File: config.mk
export PLATFORM = sky130hd
export DESIGN_NAME = reg_dest_scoreboard
export DESIGN_NICKNAME = d
export VERILOG_FILES = /design/src/rtl/reg_dest_scoreboard.sv
export SDC_FILE = /design/constraint.sdc
export NUM_CORES = 1
export LEC_CHECK = 0
export ABC_AREA = 1
export ABC_CLOCK_PERIOD_IN_PS = 2490
export CORE_MARGIN = 1
export CORE_UTILIZATION = 52
export DETAILED_ROUTE_END_ITERATION = 8
export PLACE_DENSITY_LB_ADDON = 0.12
export SLEW_MARGIN = 15
export SYNTH_ARGS = -nofsm -noshare
export SYNTH_HDL_FRONTEND = slang
export SYNTH_SLANG_ARGS = --single-unit
export TNS_END_PERCENT = 1
File: constraint.sdc
create_clock -name clk -period 2.49 [get_ports clk]
set_input_delay 0.249 -clock clk [delete_from_list [all_inputs] [get_ports clk]]
set_output_delay 0.249 -clock clk [all_outputs]
set_load 0.05 [all_outputs]
File: src/rtl/reg_dest_scoreboard.sv
// Issue-stage destination scoreboard: per-register in-flight write counters,
// RAW / WAW-overflow stall generation, writeback retirement and squash.

module reg_dest_cnt #(
  parameter int CNT_W = 2
) (
  input  logic             clk,
  input  logic             rst_n,
  input  logic             inc,
  input  logic             dec,
  input  logic             flush,
  output logic [CNT_W-1:0] count,
  output logic             nz_nxt,
  output logic             pend
);
  logic [CNT_W-1:0] count_nxt;

  always_comb begin
    count_nxt = count;
    if (flush)            count_nxt = '0;
    else if (inc && !dec) count_nxt = count + CNT_W'(1);
    else if (dec && !inc) count_nxt = count - CNT_W'(1);
  end

  assign nz_nxt = (count_nxt != '0);

  always_ff @(posedge clk or negedge rst_n) begin
    if (!rst_n) begin
      count <= '0;
      pend  <= 1'b0;
    end else begin
      count <= count_nxt;
      pend  <= nz_nxt;
    end
  end
endmodule

module reg_dest_scoreboard #(
  parameter int NREG     = 8,
  parameter int PEND_MAX = 3
) (
  input  logic            clk,
  input  logic            rst_n,
  input  logic            issue_valid,
  input  logic [1:0]      reg_destsel,
  input  logic [2:0]      dest_out,
  input  logic [2:0]      src1,
  input  logic [2:0]      src2,
  input  logic            src1_en,
  input  logic            src2_en,
  input  logic            wb_valid,
  input  logic [2:0]      wb_reg,
  input  logic            flush,
  output logic            issue_ready,
  output logic            issue_fire,
  output logic [NREG-1:0] pending_mask,
  output logic            busy,
  output logic            wb_err
);
  localparam int CNT_W = 2;
  localparam int IDX_W = 3;

  logic [NREG-1:0][CNT_W-1:0] count;
  logic [NREG-1:0]            inc, dec, nz_nxt;
  logic                       has_dest, raw, waw_full, inc_to_wb;

  assign has_dest = (reg_destsel != 2'b11);

  // Hazards look only at registered counts; a same-cycle writeback never bypasses.
  assign raw = (src1_en && (count[src1] != '0)) || (src2_en && (count[src2] != '0));
  assign waw_full    = has_dest && (count[dest_out] == CNT_W'(PEND_MAX));
  assign issue_ready = !raw && !waw_full && !flush;
  assign issue_fire  = issue_valid && issue_ready;

  for (genvar r = 0; r < NREG; r++) begin : g_reg
    assign inc[r] = issue_fire && has_dest && (dest_out == IDX_W'(r));
    assign dec[r] = wb_valid && (wb_reg == IDX_W'(r)) && (count[r] != '0);

    reg_dest_cnt #(.CNT_W(CNT_W)) u_cnt (
      .clk    (clk),
      .rst_n  (rst_n),
      .inc    (inc[r]),
      .dec    (dec[r]),
      .flush  (flush),
      .count  (count[r]),
      .nz_nxt (nz_nxt[r]),
      .pend   (pending_mask[r])
    );
  end

  // A writeback to an idle register is legal only when it pairs with a same-cycle issue.
  assign inc_to_wb = issue_fire && has_dest && (dest_out == wb_reg);

  always_ff @(posedge clk or negedge rst_n) begin
    if (!rst_n) begin
      busy   <= 1'b0;
      wb_err <= 1'b0;
    end else begin
      busy <= |nz_nxt;
      if (wb_valid && (count[wb_reg] == '0) && !inc_to_wb) wb_err <= 1'b1;
    end
  end
endmodule

### Word-level counts from Yosys, hierarchy flattened

Cells that the tools add are included.

| word-level totals | value |
|---|---|
| flip-flop bits (word level) | 26 |
| word-level logic and storage cells | 180 |
| output and inout port bits | 12 |

| cells by class | value |
|---|---|
| $lt $le $gt $ge | 4 |
| equal/unequal tests | 17 |
| add/sub/neg operators | 16 |
| multiplexer cells | 32 |
| reduce and logical (&&, ||, !) cells | 93 |

Operators with widths:

| operator | count |
|---|---|
| $mux 2 | 28 |
| $logic_and 1x1->1 | 50 |
| $reduce_bool 2->1 | 18 |
| $bmux 2 s3 | 4 |
| $eq 3x3->1 const B | 8 |
| $logic_not 1->1 | 20 |
| $add 2x1->2 const B | 8 |
| $lt 3x4->1 const B | 4 |
| $sub 2x1->2 const B | 8 |
| $eq 3x2->1 const B | 4 |
| $reduce_or 8->1 | 1 |
| $eq 3x1->1 const B | 2 |
| $logic_not 3->1 | 2 |
| $eq 3x3->1 | 1 |
| $eq 2x2->1 const B | 1 |
| $logic_not 2->1 | 1 |
| $ne 2x2->1 const B | 1 |
| $logic_or 1x1->1 | 1 |

### Logic depth before layout (Yosys ltp)

Gate-level depths: netlist of the first run.

| logic depth | value |
|---|---|
| depth in word-level cells | 18 |
| gate-level depth with buffers | 20 |

### By module

Synthesis of the first run repeated with hierarchy kept, for this count alone.

| second synthesis, totals | value |
|---|---|
| cells, all modules | 340 |
| area, all modules | 2073.2 µm² |

By module, submodules not included:

| module | area each (µm²) | cells each | instances |
|---|---|---|---|
| reg_dest_cnt | 168.9 | 24 | 8 |
| reg_dest_scoreboard | 721.9 | 148 | 1 |

### Worst setup path before layout of the first run

No wires, ideal clock.

| path | value |
|---|---|
| path type | reg2reg |
| from | reg g_reg[4].u_cnt.count[1] |
| to | reg busy |
| clock period less this slack | 2.432 ns |
| arrival | 2.314 ns |
| buffers on the path | 0 |
| path slack | 0.058 ns |
| stages on the path, launching flop included | 17 |
| cells stage by stage | dfrtp_1 nor2_1 nand2_1 nand3_1 nand3_1 nand3_1 nand2_1 nor3_4 nand4_1 nand2_1 nand2_1 nand3_1 nand2_1 inv_1 nand2_1 nor2_1 nand2_1 |

| on the way | value |
|---|---|
| word-level cells in the longest chain between the ends | 18 |
| elaborated cells between the ends (all ways) | 89 |
| those cells by class | add/sub: 2; eq/ne: 1; mux: 30; reduce/logical: 56 |

RTL lines:

| what | RTL line | RTL |
|---|---|---|
| from (decl) | 12 | `output logic [CNT_W-1:0] count,` |
| from (signal assigned) | 32 | `count <= count_nxt;` |
| $bmux 2 s3 | 70 | `assign raw = (src1_en && (count[src1] != '0)) \|\| (src2_en && (count[src2] != '0));` |
| $mux 2 (implied by the code) | 70 |  |
| $reduce_bool 2->1 | 70 |  |
| $logic_and 1x1->1 | 70 |  |
| $logic_or 1x1->1 | 70 |  |
| $logic_not 1->1 | 72 | `assign issue_ready = !raw && !waw_full && !flush;` |
| $logic_and 1x1->1 (*) (2 in a row) | 72 |  |
| $logic_and 1x1->1 (*) | 73 | `assign issue_fire = issue_valid && issue_ready;` |
| named net issue_fire | 55 | `output logic issue_fire,` |
| [2 not listed] | n/a |  |
| $logic_not 1->1 | 22 | `else if (dec && !inc) count_nxt = count - CNT_W'(1);` |
| $logic_and 1x1->1 | 22 |  |
| $mux 2 | 22 |  |
| $mux 2 (*) | 21 | `else if (inc && !dec) count_nxt = count + CNT_W'(1);` |
| $mux 2 (*) | 20 | `if (flush) count_nxt = '0;` |
| $reduce_bool 2->1 (*) | 25 | `assign nz_nxt = (count_nxt != '0);` |
| named net g_reg[6].u_cnt.nz_nxt | 13 | `output logic nz_nxt,` |
| $reduce_or 8->1 (*) | 99 | `busy <= \|nz_nxt;` |
| to (signal assigned) | 99 |  |
| to (decl) | 57 | `output logic busy,` |

The timed path passes the listed nets; every way through them passes the cells marked *. The select of a mux whose other input is x is not followed.
A chain may end at the register's enable or synchronous reset.

### Worst setup path after layout of the first run

| path | value |
|---|---|
| from | reg g_reg[6].u_cnt.count[0] |
| to | reg busy |

| on the way | value |
|---|---|
| word-level cells in the longest chain between the ends | 18 |
| elaborated cells between the ends (all ways) | 89 |
| those cells by class | add/sub: 2; eq/ne: 1; mux: 30; reduce/logical: 56 |

RTL lines:

| what | RTL line | RTL |
|---|---|---|
| from (decl) | 12 |  |
| from (signal assigned) | 32 |  |
| $bmux 2 s3 | 70 |  |
| $mux 2 (implied by the code) | 70 |  |
| $reduce_bool 2->1 | 70 |  |
| $logic_and 1x1->1 | 70 |  |
| $logic_or 1x1->1 | 70 |  |
| $logic_not 1->1 | 72 |  |
| $logic_and 1x1->1 (*) (2 in a row) | 72 |  |
| $logic_and 1x1->1 (*) | 73 |  |
| $logic_and 1x1->1 (*) (2 in a row) | 76 | `assign inc[r] = issue_fire && has_dest && (dest_out == IDX_W'(r));` |
| $logic_not 1->1 | 22 |  |
| $logic_and 1x1->1 | 22 |  |
| $mux 2 | 22 |  |
| $mux 2 (*) | 21 |  |
| $mux 2 (*) | 20 |  |
| $reduce_bool 2->1 (*) | 25 |  |
| named net g_reg[1].u_cnt.nz_nxt | 13 |  |
| $reduce_or 8->1 (*) | 99 |  |

Marked as above.

==> run metrics, run 1 <==
status=complete, no violations; setup tns final=0 ns; Routed WL per cell=12.94 um; number of clock sinks=26; cell area after synthesis=0.002227 mm2; internal power=0.0007046 W; Residual DRC=0; reg2reg start=g_reg[6].u_cnt.count[0]; Sw Share=31.78%; input/output buffers=32; Top delay family on crit path=simple AND/OR/NAND/NOR gates; Mapped Nets=397; H-tree levels=1; Tcrit/Tclk final=97.34%; register area share after synthesis=29.21%; Power Density=approximately 320 mW/mm2; gr usage total=between 20 and 30%; DRT Pass-1 Iters=6; Crit path largest cell delay=roughly 0.4 ns; Skew-Pair Late Insertion Delay=0.28 ns; Distinct cells, synth=28; Setup crit end kind=flop; IO Pins=33; worst hold slack=0.3329 ns; Leak=about 1.8 nW; NetSw=0.0003283 W; Tmin final=2.424 ns; Setup WS pre-CTS=-0.3359 ns; Clock power frac=between 20% and 30%; Flop pwr share=42.5%; Final nets=478; Num CTS Buffers=3; Max-Cap Viols=0; share of cells above drive strength 1=22.10%; Rows=23; DRT antenna net count=0; Worst setup SP type=flop; Root Driver=clkbuf_8; CP required=around 2.7 ns; Hold Fails Final Rpt=0; initial antenna violation count=0; number of antenna diodes=0; worst slew pin tran=0.5072 ns; Clock Tree Buf Depth=2; # fillers=roughly 330; clk slew on worst S/H paths=0.10 ns; Post-Synthesis Cells=between 300 and 400; fin worst setup slack=0.06617 ns; commonest cells after routing, fill and taps aside=nand2_1, inv_1, buf_4; syn avg cell area=between 6 and 7 um2; Setup violations, final=0; Setup CP Type=flop to flop; Finished Layout Cells=498; CP most frequent cell=nand2_1; max_slew headroom=65.93%; Comb pwr share=29.7%; DRT iter0 DRCs=roughly 180; vias in the first global route=2178; core area=about 0.004 mm2; VDD IR-drop max=216.0 uV; Syn. warnings=0; width of the die=a little under 70 um; Area Growth Syn to Fin=43.26%; CP arrival=2.60 ns; Crit Path Max Fanout=4; DR vias=2592; Final Max Tran Viols=0; final wirelength=around 6400 um; largest net degree at the start of global routing=27; WP buf/inv=3; starting density of the core=between 50% and 60%; Slowest cell on crit path=dfrtp_1; Worst Skew=0.007730 ns; fmax=412.6 MHz; global placer's final weighted congestion=0.9897; CP cell instances=buf_4 -> nand2_1 -> nand2_1 -> nand2_1 -> nand2_1 -> nand2_1 -> nand2_1 -> nand3_2 -> nand2_4 -> nor3_4 -> buf_6 -> nand4_4 -> or2_0 -> nand3_1 -> nand2_1 -> inv_1 -> nand2_2 -> nor2_4 -> nand2_1; grt ovf=0; class of the worst hold path=input pin to asynchronous set/reset pin; commonest non-fill, non-tap cell in the layout=nand2_1; HPWL Detailed=4842 um; DIE AREA=0.004549 mm2; Critical Path Start=g_reg[6].u_cnt.count[0]; global-route wire length before repair=9501 um; reg2reg setup slack=0.07 ns; placed cells=489; CTS tree=built; die height=67.45 um; setup repair after global routing missed its margin=true; Via density=5.205; Seq cells post-synth=26
-- synth_stat cells --
| cell type | instances | area (um2) |
|---|---|---|
| nor3_4 | 1 | 16.27 |
| inv_2 | 1 | 3.750 |
| o21ai_2 | 1 | 8.760 |
| ha_1 | 8 | 100.1 |
| or2_0 | 1 | 6.260 |
| nor4_1 | 1 | 6.260 |
| nand3b_1 | 2 | 15.01 |
| o21ai_0 | 2 | 10.01 |
| nand2_1 | 105 | 394.1 |
| o22ai_1 | 2 | 12.51 |
| nor3_1 | 10 | 50.05 |
| nor2_4 | 1 | 11.26 |
| inv_1 | 76 | 285.3 |
| nand2_2 | 1 | 6.260 |
| dfrtp_1 | 26 | 650.6 |
| buf_1 | 1 | 3.750 |
| nor2_1 | 44 | 165.2 |
| clkinv_1 | 1 | 3.750 |
| o21bai_1 | 1 | 7.510 |
| a21oi_1 | 3 | 15.01 |
| nand4_1 | 12 | 75.07 |
| buf_4 | 8 | 60.06 |
| buf_2 | 3 | 15.01 |
| nand3_1 | 52 | 260.3 |
| xor2_1 | 2 | 17.52 |
| buf_6 | 1 | 11.26 |
| nand4_2 | 1 | 12.51 |
| clkbuf_1 | 1 | 3.750 |
-- area by class of cell --
| type | instances | area [um2] | share of cell area, % |
|---|---|---|---|
| clock buffers | 4 | 55.05 | 1.725 |
| flip-flops and latches | 26 | 650.6 | 20.39 |
| well taps | 50 | 62.56 | 1.961 |
| inverters | 78 | 292.8 | 9.176 |
| repair buffers | 90 | 804.5 | 25.22 |
| multi-input cells | 250 | 1325 | 41.53 |
-- cells by family after synthesis --
family / after synthesis / synth area share [%]
XOR/XNOR: 2 / 0.7867
AO/OA/AOI/OAI: 9 / 2.416
flip-flops: 26 / 29.21
AND/OR/NAND/NOR: 231 / 45.73
adder cells (fa/ha/maj): 8 / 4.495
buffers and inverters: 92 / 17.36
-- path summary, 6_finish.rpt --
| check | endpoint | cells after the start |
|---|---|---|
| min in group clk | wb_err | 1 |
| hold / removal | g_reg[1].u_cnt.pend | 2 |
| setup / recovery | busy | 19 |
| setup reg to reg | busy | 19 |
| hold reg to reg | wb_err | 1 |
| max in group asynchronous | g_reg[6].u_cnt.pend | 2 |
-- sequential cells by signal, indices dropped and copies added (netlist names) --
name           count
g.u_cnt.pend       8
busy               1
wb_err             1
g.u_cnt.count     16
-- per-stage QoR --
stage | power, W | area [um2] | utilization, %
after global routing | 0.001079 | 3191 | 78.63
after detailed placement | 0.0007262 | 2934 | 72.31
final | 0.001033 | 3191 | 78.63
after floorplan | 0.0005938 | 2227 | -
after CTS | 0.001014 | 3012 | 74.22
after global placement | 0.0007245 | 2934 | 72.31
-- what timing repair did --
action / 4_1_cts / 5_1_grt
endpoints found under the hold margin: 0 / 0
resized for setup: 6 / 39
hold buffers: 0 / 0
endpoints found under the setup margin: 1 / 4
pin swaps: 1 / 26
buffers inserted: 1 / 4
-- layer usage --
metal	up-vias	GRT usage, %	share of wire, %	wire length [um]
met1	1188	36.99	45	2885
met3	16	2.872	5.3	341
met5	-	0	0	0
li1	1295	-	-	-
met4	0	9.574	1.2	78
met2	93	48.00	49	3137
-- power by group through the flow --
stage                     combinational [W]  clock (W)  sequential, W
after global placement             0.000278          0       0.000446
after global routing               0.000330   0.000308       0.000440
after floorplan                    0.000137          0       0.000457
final                              0.000306   0.000287       0.000439
after detailed placement           0.000280          0       0.000446
after CTS                          0.000285   0.000291       0.000438
Note: power is estimated with default switching activity, not from simulation.
==> run 2, diff against run 1 <==
DONT_BUFFER_PORTS = 1   (was default)
==> run 2 against run 1 <==
Net effect: via count is 9.6% lower; flip-flop and latch count stayed put; global-route usage is 0.50 points lower; critical path depth is 2 higher; setup slack worse by 0.013 ns; largest cell class unchanged.
==> run metrics, run 2 (synthesis results as in run 1) <==
Worst setup SP type=flop; Routed WL per cell=approximately 13 um; Hold Fails Final Rpt=0; clk slew on worst S/H paths=roughly 0.090 ns; routed length on met2=approximately 2700 um; CTS tree=built; class of the worst hold path=input pin to flop; Residual DRC=0; CP required=2.66 ns; Clock Tree Buf Depth=2; grt ovf=0; worst hold slack=~0.30 ns; global-route wire length before repair=9439 um; Leak=1.553 nW; Skew-Pair Late Insertion Delay=0.27 ns; NetSw=0.0002909 W; input/output buffers=0; H-tree levels=1; setup repair after global routing missed its margin=true; Tmin final=2.437 ns; Max-Cap Viols=0; width of the die=67.45 um; Tcrit/Tclk final=between 90% and 100%; Flop pwr share=49.4%; Worst Reg-to-Reg Cells=21; largest net degree at the start of global routing=27; Area Growth Syn to Fin=21.35%; R2R Path End=busy; commonest non-fill, non-tap cell in the layout=nand2_1; core area=between 0.004 and 0.005 mm2; Crit Path Max Fanout=3; max_slew headroom=67.91%; Biggest register=g.u_cnt.count; Rows=23; Worst Skew=0.0009459 ns; VDD IR-drop max=214.8 uV; Clock power frac=between 20 and 30%; commonest cells after routing, fill and taps aside=nand2_1, inv_1, nand3_1; met3 routed WL=~530 um; Final Max Tran Viols=0; Setup violations, final=0; DRT antenna net count=0; Final nets=426; Worst Hold End=wb_err; reg2reg setup slack=0.05 ns; fmax=410.4 MHz; IO Pins=33; Setup CP Type=flop to flop; vias in the first global route=approximately 2100; number of clock sinks=26; Hold Path Depth=3; HPWL Detailed=~4500 um; top layer in use=met4; DIE AREA=0.004549 mm2; share of cells above drive strength 1=20.20%; initial antenna violation count=0; Comb pwr share=approximately a fifth; CP arrival=2.60 ns; internal power=between 0.0006 and 0.0007 W; starting density of the core=54.89%; hold_sp=wb_reg[1]; worst slew pin tran=0.4817 ns; setup tns final=0 ns; Via density=5.253; flip-flop count of the largest register after layout=16; number of antenna diodes=0; Setup crit end kind=flop; DRT Pass-1 Iters=5; global placer's final weighted congestion=slightly below 0.9; DRT iter0 DRCs=174; DR vias=2343; wire length on met1=between 2000 and 3000 um; Sw Share=just over 30%; Num CTS Buffers=3; Power Density=348.6 mW/mm2; largest registers=g.u_cnt.count x16, g.u_cnt.pend x8; die height=67.45 um; reg2reg start=g_reg[3].u_cnt.count[0]; status=complete, no violations; gr usage total=27.72%; Root Driver=clkbuf_8; final wirelength=5901 um
run 2: power by group through the flow:
stage	clock, W	sequential, W	combinational, W
final	0.000280	0.000466	0.000196
after global routing	0.000303	0.000467	0.000220
after global placement	0	0.000473	0.000160
after floorplan	0	0.000457	0.000137
after CTS	0.000286	0.000465	0.000176
after detailed placement	0	0.000473	0.000161
run 2: metrics by stage:
step           instances  instance area [um2]  setup slack (ns)  util, %  total power [W]
6_report             446                 2703           0.05314    66.61        0.0009421
3_5_place_dp         434                 2434          -0.02590    59.98        0.0006342
2_1_floorplan        368                 2227           0.05778        -        0.0005938
4_1_cts              440                 2521           0.01975    62.13        0.0009266
3_3_place_gp         434                 2434           0.02505    59.98        0.0006332
5_1_grt              446                 2703           -0.1335    66.61        0.0009891
run 2: cell type report:
| class | count | area, um2 |
|---|---|---|
| sequential | 26 | 650.6 |
| timing repair buffer | 38 | 327.8 |
| tap | 50 | 62.56 |
| multi-input combinational | 250 | 1314 |
| fill | 380 | 1355 |
| inverter | 78 | 292.8 |
| clock buffer | 4 | 55.05 |
run 2: worst max path at each step:
stage | slack, ns | cells past startpoint | from | to
2_1_floorplan | 0.06 | 16 | g_reg[4].u_cnt.count[1] | busy
3_3_place_gp | 0.03 | 17 | g_reg[0].u_cnt.count[1] | busy
3_5_place_dp | -0.03 | 17 | g_reg[0].u_cnt.count[1] | busy
4_1_cts | 0.02 | 17 | g_reg[2].u_cnt.count[1] | busy
5_1_grt | -0.13 | 20 | g_reg[4].u_cnt.count[0] | busy
6_report | 0.05 | 21 | g_reg[3].u_cnt.count[0] | busy
run 2: timing repair:
item | in CTS | in global routing
cloned | 0 | 0
setup endpoints to repair | 1 | 3
setup buffers | 0 | 6
gates resized for setup | 1 | 39
pin swaps | 0 | 24
hold buffers | 2 | 0
endpoints found under the hold margin | 26 | 0
run 2: critical path: stages (launching register included):
cell and delay, ns:
dfrtp_1 0.41, buf_4 0.16, nand2_1 0.06, nand2_1 0.05, nand2_1 0.05, nand2_1 0.05, nand2_1 0.06, nand2_1 0.06
nand3_2 0.11, nand2_4 0.07, nor2_4 0.12, buf_4 0.12, nand3_2 0.08, buf_4 0.15, nor2_1 0.09, nand3_1 0.08
nand3_1 0.09, nor2_1 0.06, nor2_1 0.17, nand2_1 0.11, nor2_2 0.13, nand2_1 0.06
run 2: per-layer routing:
layer / track usage (%) / vias up
li1: - / 1193
met1: 37.67 / 1056
met2: 45.63 / 90
met3: 5.068 / 4
met4: 5.585 / 0
met5: 0 / -
==> run 3, diff against run 2 <==
CAP_MARGIN = 20   (was default)
SKIP_LAST_GASP = 1   (was default)
==> run 3 against run 2 <==
Net effect: critical path depth did not move; clock power hardly changed; setup slack better by 0.0032 ns; cell count unchanged; first-iteration DRC count up 6.3%; clock skew barely moved; combinational power hardly changed; largest power group unchanged.
==> run metrics, run 3 (synthesis results as in run 1) <==
core area=0.004058 mm2; Biggest register=g.u_cnt.count; initial antenna violation count=0; Clock Tree Buf Depth=2; Power Density=348.6 mW/mm2; Setup CP Type=flop to flop; # fillers=383; gr usage total=~28%; grt ovf=0; Final Core Density=66.45%; Crit path largest cell delay=just over 0.4 ns; Top delay family on crit path=simple AND/OR/NAND/NOR gates; VDD IR-drop max=214.8 uV; setup repair after global routing missed its margin=true; Leak=1.553 nW; Skew-Pair Late Insertion Delay=0.27 ns; worst slew pin tran=0.4808 ns; input/output buffers=0; global-route wire length before repair=9439 um; DIE AREA=roughly 0.0045 mm2; Levels on crit path=21; Setup violations, final=0; Setup WS pre-CTS=-0.02590 ns; R2R Path End=busy; Routed WL per cell=around 13 um; CP endpoint=busy; Worst Reg-to-Reg Cells=21; Via density=~5.2; CP required=between 2 and 3 ns; Tmin final=2.434 ns; Worst Skew=0.001310 ns; DRT Pass-1 Iters=5; register area=650.6 um2; Design Power=0.0009399 W; share of cells above drive strength 1=19.95%; width of the die=67.45 um; Worst setup SP type=flop; status=complete, no violations; Rows=23; number of clock sinks=26; DR vias=2338; Final Max Tran Viols=0; largest net degree at the start of global routing=27; IO Pins=33; CP cell instances=buf_4 -> nand2_1 -> nand2_1 -> nand2_1 -> nand2_1 -> nand2_1 -> nand2_1 -> nand3_2 -> nand2_4 -> nor2_4 -> buf_4 -> nand3_2 -> buf_4 -> nor2_1 -> nand3_1 -> nand3_1 -> nor2_1 -> nor2_1 -> nand2_1 -> nor2_2 -> nand2_1; number of antenna diodes=0; Root Driver=clkbuf_8; die height=67.45 um; Placed Area=0.002434 mm2; WP buf/inv=3; DRT iter0 DRCs=185; Final nets=426; global placer's final weighted congestion=0.8837; HPWL Detailed=4506 um; starting density of the core=54.89%; fin worst setup slack=0.05639 ns; largest registers=g.u_cnt.count x16, g.u_cnt.pend x8; hold_sp=wb_reg[1]; Area Growth Syn to Fin=21.07%; fmax=410.9 MHz; Hold Fails Final Rpt=0; Max-Cap Viols=0; CP arrival=2.60 ns; flip-flop count of the largest register after layout=16; clk slew on worst S/H paths=about 0.090 ns; final wirelength=approximately 5900 um; commonest non-fill, non-tap cell in the layout=nand2_1; commonest cells after routing, fill and taps aside=nand2_1, inv_1, nand3_1; max_slew headroom=67.97%; Residual DRC=0; design area=around 0.0027 mm2; Slowest cell on crit path=dfrtp_1; reg2reg setup slack=0.06 ns; reg2reg start=g_reg[3].u_cnt.count[0]; Crit Path Max Fanout=3; DRT antenna net count=0; vias in the first global route=2126; Tcrit/Tclk final=97.74%; Num CTS Buffers=3; CTS tree=built; Multi-input gate area=between 0.001 and 0.0015 mm2; Critical Path Start=g_reg[3].u_cnt.count[0]; Setup crit end kind=flop; class of the worst hold path=input pin to flop; H-tree levels=1; CP most frequent cell=nand2_1
## run 3: cell types whose count changed in the layout (fill, tap and decap cells not counted)
| cell | previous run | this run |
|---|---|---|
| nand2_2 | 9 | 8 |
| nand2_1 | 95 | 96 |
| buf_6 | 4 | 3 |
| buf_4 | 31 | 32 |
## run 3: tightest hold or removal path: cells and delay by family
| family | cells | cell delay [ns] |
|---|---|---|
| compound gates | 1 | 0.11 |
| simple gates | 2 | 0.18 |
## run 3: final cells by class
type	instances	share of cell area (%)
multi-input cells	250	48.63
flip-flops and latches	26	24.13
repair buffers	38	12.02
inverters	78	10.86
well taps	50	2.320
clock buffers	4	2.042
## run 3: how the worst min path moves through the flow
stage / endpoint / slack, ns / cells past startpoint
after floorplan: busy / -0.05 / 0
after global placement: g_reg[1].u_cnt.pend / -0.05 / 0
after detailed placement: g_reg[1].u_cnt.pend / -0.05 / 0
after CTS: wb_err / 0.28 / 3
after global routing: wb_err / 0.31 / 3
final: wb_err / 0.30 / 3
## run 3: through the flow
stage | TNS, ns | hold WS [ns] | cells
after floorplan | 0 | -0.04659 | 368
after global placement | 0 | -0.04603 | 434
after detailed placement | -0.02590 | -0.04619 | 434
after CTS | 0 | 0.2846 | 440
after global routing | -0.2078 | 0.3142 | 446
final | 0 | 0.3006 | 446
## run 3: repair_timing
| action | 4_1_cts | 5_1_grt |
|---|---|---|
| resized for setup | 1 | 37 |
| endpoints found under the hold margin | 26 | 0 |
| cloned | 0 | 0 |
| buffers inserted | 0 | 6 |
| endpoints found under the setup margin | 1 | 3 |
| pin swaps | 0 | 24 |
| hold buffers | 2 | 0 |
## run 3: layer usage
layer	vias to the layer above	wire, um	GRT usage, %
li1	1193	-	-
met1	1060	2639	37.67
met2	83	2733	45.63
met3	2	506	5.068
met4	0	29	5.585
met5	-	0	0
## run 3: power by group
| part | internal (W) | switching, W | leakage, nW |
|---|---|---|---|
| sequential | 0.000432 | 0.0000331 | 0.356 |
| combinational | 0.0000762 | 0.000119 | 1.17 |
| clock | 0.000141 | 0.000138 | 0.0288 |
| total | 0.000650 | 0.000290 | 1.55 |
